File: config.mk
export PLATFORM = sky130hd
export DESIGN_NAME = tile_feeder_flat
export DESIGN_NICKNAME = d
export VERILOG_FILES = /design/src/rtl/tpu_pkg.sv /design/src/rtl/tile_feeder_if.sv /design/src/rtl/tile_feeder.sv /design/src/flat_wrapper.sv
export SDC_FILE = /design/constraint.sdc
export NUM_CORES = 1
export LEC_CHECK = 0
export ABC_AREA = 1
export BUFFER_PORTS_ARGS = -buffer_cell sky130_fd_sc_hd__buf_2
export CAP_MARGIN = 20
export CORE_ASPECT_RATIO = 0.75
export CORE_MARGIN = 10
export CORE_UTILIZATION = 37
export DETAILED_ROUTE_END_ITERATION = 16
export SLEW_MARGIN = 30
export SYNTH_ARGS = -nofsm -noshare
export SYNTH_HDL_FRONTEND = slang
export SYNTH_SLANG_ARGS = --single-unit
File: constraint.sdc
create_clock -name clk -period 2.7 [get_ports clk]
set_clock_uncertainty 0.2 [all_clocks]
set_input_delay 0.54 -clock clk [delete_from_list [all_inputs] [get_ports clk]]
set_output_delay 0.54 -clock clk [all_outputs]
set_load 0.005 [all_outputs]
File: src/rtl/tpu_pkg.sv
`default_nettype none
// +------------------------------------------------------------------+
// | tpu_pkg                                                          |
// | Shared types and helpers for the systolic-array operand path.    |
// | Revision: 1.0                                                    |
// +------------------------------------------------------------------+
package tpu_pkg;

    typedef enum logic [1:0] {
        IDLE   = 2'd0,
        LOAD   = 2'd1,
        STREAM = 2'd2
    } feeder_state_t;

    function automatic int STREAM_LEN(input int size);
        return 2 * size - 1;
    endfunction

endpackage
`default_nettype wire

File: src/rtl/tile_feeder_if.sv
`default_nettype none
// +------------------------------------------------------------------+
// | tile_feeder_if                                                   |
// | FIFO pop port, array advance and skewed lane outputs.            |
// | Revision: 1.0                                                    |
// +------------------------------------------------------------------+
interface tile_feeder_if #(
    parameter int BITS = 8,
    parameter int SIZE = 2
);
    logic                                pop;
    logic                                pop_rdy;
    logic [SIZE-1:0][SIZE-1:0][BITS-1:0] tile;
    logic                                en;
    logic [SIZE-1:0][BITS-1:0]           lane_data;
    logic [SIZE-1:0]                     lane_valid;
    logic                                tile_first;
    logic                                tile_last;
    logic                                busy;

    modport master (
        output pop, lane_data, lane_valid, tile_first, tile_last, busy,
        input  pop_rdy, tile, en
    );

    modport slave (
        input  pop, lane_data, lane_valid, tile_first, tile_last, busy,
        output pop_rdy, tile, en
    );
endinterface
`default_nettype wire

File: src/rtl/tile_feeder.sv
`default_nettype none
// +------------------------------------------------------------------+
// | tile_feeder                                                      |
// | Streams FIFO tiles into the array as diagonally skewed lanes.    |
// | Revision: 1.0                                                    |
// +------------------------------------------------------------------+
module tile_feeder
    import tpu_pkg::*;
#(
    parameter int BITS = 8,
    parameter int SIZE = 2
) (
    input  logic          clk,
    input  logic          rst,
    tile_feeder_if.master fd
);

    localparam int LEN = STREAM_LEN(SIZE);
    localparam int KW  = $clog2(LEN);
    localparam int CW  = $clog2(SIZE);
    localparam logic [KW-1:0] K_LAST = KW'(LEN - 1);
    localparam logic [KW-1:0] K_PRE  = KW'(LEN - 2);

    feeder_state_t                       state_q, state_n;
    logic [KW-1:0]                       k_q, k_n;
    logic                                pf_q, pf_n;
    logic [SIZE-1:0][SIZE-1:0][BITS-1:0] tile_q;
    logic                                load;
    logic                                pop_c;

    always_ff @(posedge clk) begin
        if (rst) begin
            state_q <= IDLE;
            k_q     <= '0;
            pf_q    <= 1'b0;
            tile_q  <= '0;
        end else begin
            state_q <= state_n;
            k_q     <= k_n;
            pf_q    <= pf_n;
            if (load) begin
                tile_q <= fd.tile;
            end
        end
    end

    always_comb begin
        state_n = state_q;
        k_n     = k_q;
        pf_n    = pf_q;
        load    = 1'b0;
        pop_c   = 1'b0;
        case (state_q)
            IDLE: begin
                if (fd.pop_rdy) begin
                    pop_c   = 1'b1;
                    state_n = LOAD;
                end
            end
            LOAD: begin
                load    = 1'b1;
                k_n     = '0;
                state_n = STREAM;
            end
            STREAM: begin
                if (fd.en) begin
                    if (k_q == K_LAST) begin
                        // Prefetched tile is already on the FIFO output: swap in with no bubble.
                        if (pf_q) begin
                            load = 1'b1;
                            k_n  = '0;
                            pf_n = 1'b0;
                        end else if (fd.pop_rdy) begin
                            pop_c   = 1'b1;
                            state_n = LOAD;
                        end else begin
                            state_n = IDLE;
                        end
                    end else begin
                        k_n = k_q + KW'(1);
                        if (k_q == K_PRE && fd.pop_rdy) begin
                            pop_c = 1'b1;
                            pf_n  = 1'b1;
                        end
                    end
                end
            end
            default: state_n = IDLE;
        endcase
    end

    assign fd.pop        = pop_c;
    assign fd.busy       = (state_q != IDLE);
    assign fd.tile_first = (state_q == STREAM) && (k_q == '0);
    assign fd.tile_last  = (state_q == STREAM) && (k_q == K_LAST);

    // Lane i carries row i, delayed i cycles: column index is k - i.
    for (genvar i = 0; i < SIZE; i++) begin : g_lane
        localparam logic [KW-1:0] LO = KW'(i);
        logic          hit;
        logic [CW-1:0] col;

        assign hit = (state_q == STREAM) && (int'(k_q) >= i) && (int'(k_q) < i + SIZE);
        assign col = CW'(k_q - LO);

        assign fd.lane_valid[i] = hit;
        assign fd.lane_data[i]  = hit ? tile_q[i][col] : '0;
    end

endmodule
`default_nettype wire

File: src/flat_wrapper.sv
// flat-port wrapper written by rule: the top's interface ports become plain ports
module tile_feeder_flat import tpu_pkg::*;
#(
    parameter int BITS = 8,
    parameter int SIZE = 2
)
  (clk, rst, fd_pop, fd_lane_data, fd_lane_valid, fd_tile_first, fd_tile_last, fd_busy, fd_pop_rdy, fd_tile, fd_en);
  tile_feeder_if #(.BITS(BITS), .SIZE(SIZE)) fd_i ();
  input  logic clk;
  input  logic rst;
  output wire logic [$bits(fd_i.pop)-1:0] fd_pop;
  output wire logic [$bits(fd_i.lane_data)-1:0] fd_lane_data;
  output wire logic [$bits(fd_i.lane_valid)-1:0] fd_lane_valid;
  output wire logic [$bits(fd_i.tile_first)-1:0] fd_tile_first;
  output wire logic [$bits(fd_i.tile_last)-1:0] fd_tile_last;
  output wire logic [$bits(fd_i.busy)-1:0] fd_busy;
  input wire logic [$bits(fd_i.pop_rdy)-1:0] fd_pop_rdy;
  input wire logic [$bits(fd_i.tile)-1:0] fd_tile;
  input wire logic [$bits(fd_i.en)-1:0] fd_en;
  assign fd_pop = fd_i.pop;
  assign fd_lane_data = fd_i.lane_data;
  assign fd_lane_valid = fd_i.lane_valid;
  assign fd_tile_first = fd_i.tile_first;
  assign fd_tile_last = fd_i.tile_last;
  assign fd_busy = fd_i.busy;
  assign fd_i.pop_rdy = fd_pop_rdy;
  assign fd_i.tile = fd_tile;
  assign fd_i.en = fd_en;
  tile_feeder #(.BITS(BITS), .SIZE(SIZE)) u_core (.clk(clk), .rst(rst), .fd(fd_i));
endmodule
==> results of run 1 <==
==> cells by family (layout without fill, tap and decap cells) <==
group / count (synthesis) / in the layout / synth area share, %
DFF: 37 / 37 / 36.3
and+or+nand+nor: 143 / 143 / 30.1
adders and majority gates: 5 / 5 / 3.06
AOI/OAI and AO/OA: 57 / 57 / 15.6
buffers and inverters: 66 / 114 / 15.0
==> critical path, cell delays in order, from the launching register on <==
cell and delay [ns]:
dfxtp_1 0.35, inv_1 0.10, ha_2 0.24, inv_1 0.12, nor3_4 0.29, buf_4 0.18
a22o_1 0.14, buf_2 0.12
==> cells in the mapped netlist, drive strengths merged <==
cell type	count
buf	10
clkbuf	10
o21ai	3
clkinv	1
ha	5
inv	45
nand3	39
nand2	63
a22o	8
o31ai	1
dfxtp	37
nor2	40
a21oi	45
nor3	1
==> state kept, by name, summed over array words and instances (netlist names) <==
signal,flops
u_core.state_q,2
u_core.k_q,2
u_core.tile_q,32
u_core.pf_q,1
==> placed cells by master (no fill, tap or decap), types with 2 or more instances in the layout <==
master,instances
buf_4,5
clkbuf_8,5
nand2_1,62
nor2_1,37
buf_2,57
inv_1,42
nand3_1,38
inv_2,3
ha_1,3
clkinv_2,2
dfxtp_1,37
ha_2,2
a21oi_1,45
a22o_1,8
nor2_2,2
o21ai_0,2
==> report_power, final <==
part / switching (mW) / leakage [nW] / total (mW) / internal (mW)
Sequential: 0.102 / 0.301 / 0.815 / 0.713
Clock: 0.187 / 0.0399 / 0.357 / 0.170
Combinational: 0.733 / 0.880 / 1.07 / 0.338
Total: 1.02 / 1.22 / 2.24 / 1.22
==> layer usage <==
layer	global-route usage (%)	routed length [um]	vias to the layer above
li1	-	-	1072
met4	3.80	46	0
met2	17.4	2280	46
met1	14.7	2560	922
met5	0	0	-
met3	5.04	415	4
==> layout make-up <==
class | count | area [um^2] | area share, %
multi-input combinational | 205 | 1010 | 41.8
timing repair buffer | 62 | 323 | 13.4
tap | 75 | 93.8 | 3.89
sequential | 37 | 741 | 30.7
clock buffer | 5 | 68.8 | 2.85
inverter | 46 | 174 | 7.21
clock inverter | 1 | 5.00 | 0.207
==> metrics by stage <==
step           std cells  worst slack [ns]
5_1_grt              431           0.00824
2_1_floorplan        308             0.588
6_report             431             0.125
4_1_cts              431            0.0496
3_3_place_gp         423             0.326
3_5_place_dp         423             0.229
==> worst paths after layout <==
kind | end | slack [ns] | depth (start not counted)
setup / recovery | fd_lane_data[5] | 0.12 | 7
setup reg to reg | u_core.tile_q[17] | 0.67 | 9
hold / removal | u_core.state_q[0] | 0.25 | 2
hold reg to reg | u_core.tile_q[12] | 0.29 | 2
==> timing repair <==
action                     CTS  global route
gates resized for setup      1             2
setup endpoints to repair    8            17
gates cloned                 0             0
pin swaps                    1             0
setup buffers                2             0
==> flow_metrics.env, run 1 <==
export IMPL_via_count=2044
export IMPL_drv_slew=0
export IMPL_outcome="finished, final reports clean"
export IMPL_rows=23
export IMPL_routedWlPerCell_um=12.3
export IMPL_cts_sinks=37
export IMPL_hp_start="rst"
export IMPL_setup_viol=0
export IMPL_endpoint_kind="output port"
export IMPL_max_freq_mhz=388
export IMPL_crit_path_max_fanout=7
export IMPL_drc_errors=0
export IMPL_netlist_area_mm2=0.00204
export IMPL_grt_max_degree=65
export IMPL_hp_class="in -> reg"
export IMPL_fillers=625
export IMPL_drive_above_1_share_pct=22.5
export IMPL_fin_crit_sh_pct=95.4
export IMPL_overflow=0
export IMPL_grtUsageTotal_pct=11.7
export IMPL_powerDensity_mw_per_mm2=929
export IMPL_postLayoutCoreUtil_pct=45.1
export IMPL_finalSetupTns_ns=0
export IMPL_dpl_cell_area_mm2=0.00231
export IMPL_cts_hold_buffers=0
export IMPL_core_mm2=0.00535
export IMPL_hold_violations=0
export IMPL_cts_buffers=5
export IMPL_grt_pass1_wl_um=8780
export IMPL_rr_startpoint="u_core.state_q[0]"
export IMPL_syn2layout_area_growth_pct=18.2
export IMPL_period_needed_ns=2.58
export IMPL_die_y_um=84.3
export IMPL_cp_required_ns=1.96
export IMPL_cts_tree="yes"
export IMPL_cts_buffer_depth=2
export IMPL_io_buffer_count=57
export IMPL_fp_dieW_um=106
export IMPL_cp_start_kind="register"
export IMPL_htreeDepth=2
export IMPL_syn_inst=308
export IMPL_ys_ff_latch=37
export IMPL_antennaDiodeCount=0
export IMPL_ant_nets=0
export IMPL_path_clk_slew_ns=0.07
export IMPL_start_util_pct=38.1
export IMPL_fin_nets=398
export IMPL_drv_cap=0
export IMPL_synth_largest_area_cell="dfxtp_1"
export IMPL_grt_pass1_vias=1853
export IMPL_drt_first_pass_iters=4
export IMPL_io_pins=58
export IMPL_insertion_delay_ns=0.28
export IMPL_slew_headroom_pct=56.7
export IMPL_vias_per_cell=4.74
export IMPL_avgSynthCellArea_um2=6.63
export IMPL_synth_cell_type_count=21
export IMPL_ys_seq_area_share_pct=36.3
export IMPL_critPathArrivalTime_ns=1.84
export IMPL_leakagePower_nw=1.22
export IMPL_finalPower_mw=2.24
export IMPL_cts_root_buf="clkbuf_8"
export IMPL_synth_top_cell_area_share_pct=36.3
export IMPL_rsz0062_at_grt="no"
export IMPL_synth_nets=349
export IMPL_place_congestion=0.853
export IMPL_dp_hpwl_um=3730
export IMPL_whs_ns=0.249
export IMPL_antenna_found_initial=0
export IMPL_yosysWarnings=0
export IMPL_ir_drop_uv=308
export IMPL_die_area_mm2=0.00892
export IMPL_worst_slew_pin_slew_ns=0.650
export IMPL_synthTopCellsByArea="dfxtp_1 (36%), nand2_1 (11%), a21oi_1 (11%), nand3_1 (9.3%), inv_1 (7.7%)"
export IMPL_critical_path_class="reg -> out"
export IMPL_setup_worst_path_start="u_core.state_q[0]"
export IMPL_drt_iter0_markers=84
export IMPL_stdcell_area_mm2=0.00241
export IMPL_routed_wl_um=5300
(Power assumes the default switching activity.)
==> run 2, diff against run 1 <==
--- a/config.mk
+++ b/config.mk
@@ -12,6 +12,7 @@
 export CORE_MARGIN = 10
 export CORE_UTILIZATION = 37
 export DETAILED_ROUTE_END_ITERATION = 16
+export PLACE_DENSITY = 0.7
 export SLEW_MARGIN = 30
 export SYNTH_ARGS = -nofsm -noshare
 export SYNTH_HDL_FRONTEND = slang
==> flow_metrics.env, run 2 (synthesis results as in run 1) <==
export IMPL_rr_startpoint="u_core.state_q[0]"
export IMPL_worstRegToRegCells=9
export IMPL_die_area_mm2=0.00892
export IMPL_r2r_slack_ns=0.70
export IMPL_core_mm2=0.00535
export IMPL_vias_per_cell=4.79
export IMPL_cts_tree="yes"
export IMPL_hold_violations=0
export IMPL_p_comb_share_pct=47.9
export IMPL_routedWlPerCell_um=12.4
export IMPL_antennaDiodeCount=0
export IMPL_endpoint_kind="output port"
export IMPL_critPathArrivalTime_ns=1.83
export IMPL_postLayoutCoreUtil_pct=45.8
export IMPL_cp_start_kind="register"
export IMPL_hp_class="in -> reg"
export IMPL_io_buffer_count=57
export IMPL_grt_max_degree=65
export IMPL_die_y_um=84.3
export IMPL_grt_pass1_wl_um=9010
export IMPL_overflow=0
export IMPL_drive_above_1_share_pct=22.8
export IMPL_cts_buffer_depth=2
export IMPL_outcome="finished, final reports clean"
export IMPL_fp_dieW_um=106
export IMPL_place_congestion=0.853
export IMPL_slew_headroom_pct=58.3
export IMPL_ir_drop_uv=309
export IMPL_start_util_pct=38.1
export IMPL_rows=23
export IMPL_cts_buffers=5
export IMPL_period_needed_ns=2.57
export IMPL_p_seq_share_pct=35.4
export IMPL_syn2layout_area_growth_pct=20.2
export IMPL_htreeDepth=2
export IMPL_cp_required_ns=1.96
export IMPL_fillers=609
export IMPL_hp_start="rst"
export IMPL_powerDensity_mw_per_mm2=943
export IMPL_fin_crit_sh_pct=95.3
export IMPL_via_count=2084
export IMPL_io_pins=58
export IMPL_top_register="u_core.tile_q"
export IMPL_grtUsageTotal_pct=11.7
export IMPL_ant_nets=0
export IMPL_setup_worst_path_start="u_core.state_q[0]"
export IMPL_drt_iter0_markers=79
export IMPL_holdPathEnd="u_core.state_q[0]"
export IMPL_p_sw_mw=1.06
export IMPL_max_freq_mhz=389
export IMPL_drc_errors=0
export IMPL_p_int_mw=1.26
export IMPL_routed_wl_um=5410
export IMPL_largest_reg_flops=32
export IMPL_fin_nets=400
export IMPL_worst_slew_pin_slew_ns=0.625
export IMPL_setup_viol=0
export IMPL_critical_path_class="reg -> out"
export IMPL_grt_pass1_vias=2026
export IMPL_insertion_delay_ns=0.29
export IMPL_switching_share_pct=45.6
export IMPL_drv_slew=0
export IMPL_antenna_found_initial=0
export IMPL_drt_first_pass_iters=4
export IMPL_layout_common_cells="nand2_1 (62), buf_2 (57), a21oi_1 (45)"
export IMPL_cts_root_buf="clkbuf_8"
export IMPL_crit_path_max_fanout=7
export IMPL_reg2reg_to="u_core.tile_q[12]"
export IMPL_dp_hpwl_um=3890
export IMPL_leakagePower_nw=1.24
export IMPL_finalPower_mw=2.31
export IMPL_hold_path_depth=2
export IMPL_cts_hold_buffers=0
export IMPL_drv_cap=0
export IMPL_whs_ns=0.237
export IMPL_top_regs="u_core.tile_q x32, u_core.k_q x2, u_core.state_q x2"
export IMPL_final_common_cell="nand2_1"
export IMPL_power_frac_clock_pct=16.7
export IMPL_path_clk_slew_ns=0.08
export IMPL_cts_sinks=37
## run 2: cell types whose count changed in the layout (fill, tap and decap cells not counted), sizes merged
cell	delta
clkinvlp	+1
buf	+2
clkinv	+1
## run 2: stage by stage
| stage | setup TNS [ns] | std cells | setup WS, ns | cell area [um^2] |
|---|---|---|---|---|
| global placement | 0 | 425 | 0.453 | 2340 |
| floorplan | 0 | 308 | 0.588 | 2040 |
| global route | -0.0148 | 435 | -0.0148 | 2450 |
| detailed placement | 0 | 425 | 0.348 | 2340 |
| finish | 0 | 435 | 0.127 | 2450 |
| CTS | 0 | 433 | 0.0174 | 2430 |
## run 2: routing by layer
metal / vias up / part of all wire [%] / global-route usage [%]
met5: - / 0 / 0
met4: 0 / 1.1 / 3.07
met3: 11 / 7.9 / 5.11
met2: 61 / 44 / 18.8
met1: 937 / 47 / 14.0
li1: 1075 / - / -
## run 2: critical path: stages, from the launching register on
cell,delay (ns)
dfxtp_1,0.41
inv_1,0.09
ha_2,0.23
inv_1,0.15
nor3_4,0.06
buf_4,0.15
buf_6,0.13
a22o_1,0.19
buf_2,0.12
## run 2: cell type report
class	count	area (um^2)	share of cell area [%]
clock buffer	5	68.8	2.80
clock inverter	3	17.5	0.714
inverter	46	173	7.04
multi-input combinational	205	1010	41.0
sequential	37	741	30.2
tap	75	93.8	3.82
timing repair buffer	64	354	14.4
## run 2: worst max-delay path by stage
stage	endpoint
floorplan	fd_lane_valid[1]
global placement	fd_lane_data[11]
detailed placement	fd_lane_data[14]
CTS	fd_lane_data[14]
global route	fd_lane_data[14]
finish	fd_lane_data[2]
## run 2: what timing repair did
item | CTS | global route
setup endpoints to repair | 0 | 17
resized for setup | 0 | 3
setup buffers | 0 | 2
## run 2: power by group through the flow
stage | combinational [mW] | sequential [mW] | clock [mW]
after global routing | 1.27 | 0.835 | 0.417
final | 1.11 | 0.819 | 0.387
after floorplan | 0.926 | 0.802 | 0
after global placement | 1.09 | 0.820 | 0
after CTS | 1.10 | 0.817 | 0.394
after detailed placement | 1.10 | 0.827 | 0
==> run 3, diff against run 2 <==
==> constraint.sdc (replaced) <==
create_clock -name clk -period 3.2 [get_ports clk]
set_clock_uncertainty 0.2 [all_clocks]
set_input_delay 0.64 -clock clk [delete_from_list [all_inputs] [get_ports clk]]
set_output_delay 0.64 -clock clk [all_outputs]
set_load 0.005 [all_outputs]
==> flow_metrics.env, run 3 (synthesis results as in run 1) <==
export IMPL_path_delay_family="simple AND/OR/NAND/NOR gates"
export IMPL_grtUsageTotal_pct=11.6
export IMPL_slowest_delay_ns=0.38
export IMPL_drv_cap=0
export IMPL_cts_buffer_depth=2
export IMPL_core_mm2=0.00535
export IMPL_place_congestion=0.908
export IMPL_overflow=0
export IMPL_grt_pass1_vias=1906
export IMPL_largest_reg_flops=32
export IMPL_rows=23
export IMPL_path_depth=7
export IMPL_hold_violations=0
export IMPL_grt_max_degree=65
export IMPL_finalSetupTns_ns=0
export IMPL_cts_resized=0
export IMPL_drive_above_1_share_pct=21.6
export IMPL_routedWlPerCell_um=12.1
export IMPL_htreeDepth=2
export IMPL_period_needed_ns=2.91
export IMPL_syn2layout_area_growth_pct=18.3
export IMPL_critPathArrivalTime_ns=2.07
export IMPL_fin_crit_sh_pct=90.9
export IMPL_fp_dieW_um=106
export IMPL_dpl_cell_area_mm2=0.00231
export IMPL_setup_viol=0
export IMPL_final_common_cell="nand2_1"
export IMPL_die_area_mm2=0.00892
export IMPL_cp_start_kind="register"
export IMPL_die_y_um=84.3
export IMPL_outcome="finished, final reports clean"
export IMPL_cp_common_cell="inv_1"
export IMPL_start_util_pct=38.1
export IMPL_slowest_stage="nor3_4"
export IMPL_hold_path_depth=2
export IMPL_antennaDiodeCount=0
export IMPL_critical_path_class="reg -> out"
export IMPL_fin_nets=396
export IMPL_hp_class="reg -> reg"
export IMPL_layout_common_cells="nand2_1 (62), buf_2 (57), a21oi_1 (45)"
export IMPL_powerDensity_mw_per_mm2=802
export IMPL_drt_iter0_markers=109
export IMPL_ir_drop_uv=253
export IMPL_io_buffer_count=57
export IMPL_slew_headroom_pct=55.5
export IMPL_grt_pass1_wl_um=8850
export IMPL_cts_root_buf="clkbuf_8"
export IMPL_routed_wl_um=5200
export IMPL_cp_num_buf_inv=3
export IMPL_cts_hold_buffers=0
export IMPL_max_freq_mhz=344
export IMPL_cp_required_ns=2.36
export IMPL_drc_errors=0
export IMPL_stdcell_area_mm2=0.00241
export IMPL_vias_per_cell=4.66
export IMPL_drt_first_pass_iters=4
export IMPL_endpoint_kind="output port"
export IMPL_r2r_slack_ns=1.02
export IMPL_crit_path_max_fanout=10
export IMPL_path_clk_slew_ns=0.08
export IMPL_postLayoutCoreUtil_pct=45.1
export IMPL_antenna_found_initial=0
export IMPL_drv_slew=0
export IMPL_rsz0062_at_grt="no"
export IMPL_postCtsSetupRepairBufs=0
export IMPL_cts_tree="yes"
export IMPL_worst_slew_pin_slew_ns=0.667
export IMPL_dp_hpwl_um=3830
export IMPL_leakagePower_nw=1.22
export IMPL_insertion_delay_ns=0.29
export IMPL_worstRegToRegCells=6
export IMPL_cts_sinks=37
export IMPL_top_regs="u_core.tile_q x32, u_core.k_q x2, u_core.state_q x2"
export IMPL_crit_chain="inv_1 > ha_1 > inv_1 > nor3_4 > nor2_2 > a21oi_1 > buf_2"
export IMPL_via_count=2008
export IMPL_ant_nets=0
export IMPL_io_pins=58
export IMPL_top_register="u_core.tile_q"
export IMPL_cts_buffers=5
run 3: changes by cell type in the layout (fill, tap and decap cells not counted):
cell | before | now
nor2_4 | 1 | 0
clkinvlp_4 | 1 | 0
buf_12 | 1 | 0
nor2_2 | 1 | 2
buf_4 | 5 | 3
clkbuf_8 | 5 | 7
buf_6 | 1 | 0
ha_2 | 2 | 1
ha_1 | 3 | 4
clkinv_2 | 2 | 1
run 3: power breakdown:
group / internal (mW) / switching (mW)
sequential: 0.602 / 0.106
clock: 0.195 / 0.167
combinational: 0.282 / 0.586
run 3: area by class of cell:
cell class | instances | area, um^2
clock buffers | 7 | 96.3
clock inverters | 1 | 5.00
fillers | 582 | 2940
inverters | 46 | 173
multi-input cells | 205 | 998
flip-flops and latches | 37 | 741
well taps | 75 | 93.8
repair buffers | 60 | 308
run 3: path summary, 6_finish.rpt:
kind,start,end
max,u_core.state_q[0],fd_lane_data[10]
min,u_core.tile_q[29],u_core.tile_q[29]
max reg2reg,u_core.state_q[0],u_core.tile_q[20]
min reg2reg,u_core.tile_q[29],u_core.tile_q[29]
run 3: routing by layer:
metal,vias up,global-route usage [%],wire [um]
met5,-,0,0
met4,0,3.68,81
met3,11,4.50,438
met2,64,17.2,2150
met1,864,15.1,2520
li1,1069,-,-
run 3: worst register-to-register path: cells and delay by family (launching register included):
| family | cells | cell delay [ns] |
|---|---|---|
| adders and majority gates | 1 | 0.77 |
| and+or+nand+nor | 3 | 0.25 |
| DFF | 1 | 0.42 |
| buffers and inverters | 2 | 0.43 |
run 3: through the flow:
step / setup WS [ns] / instances / hold WS [ns] / power [mW]
finish: 0.290 / 431 / 0.286 / 1.94
global route: 0.115 / 431 / 0.319 / 2.13
CTS: 0.306 / 431 / 0.288 / 1.95
detailed placement: 0.630 / 423 / 0.269 / 1.59
global placement: 0.754 / 423 / 0.264 / 1.58
floorplan: 0.988 / 308 / 0.251 / 1.46
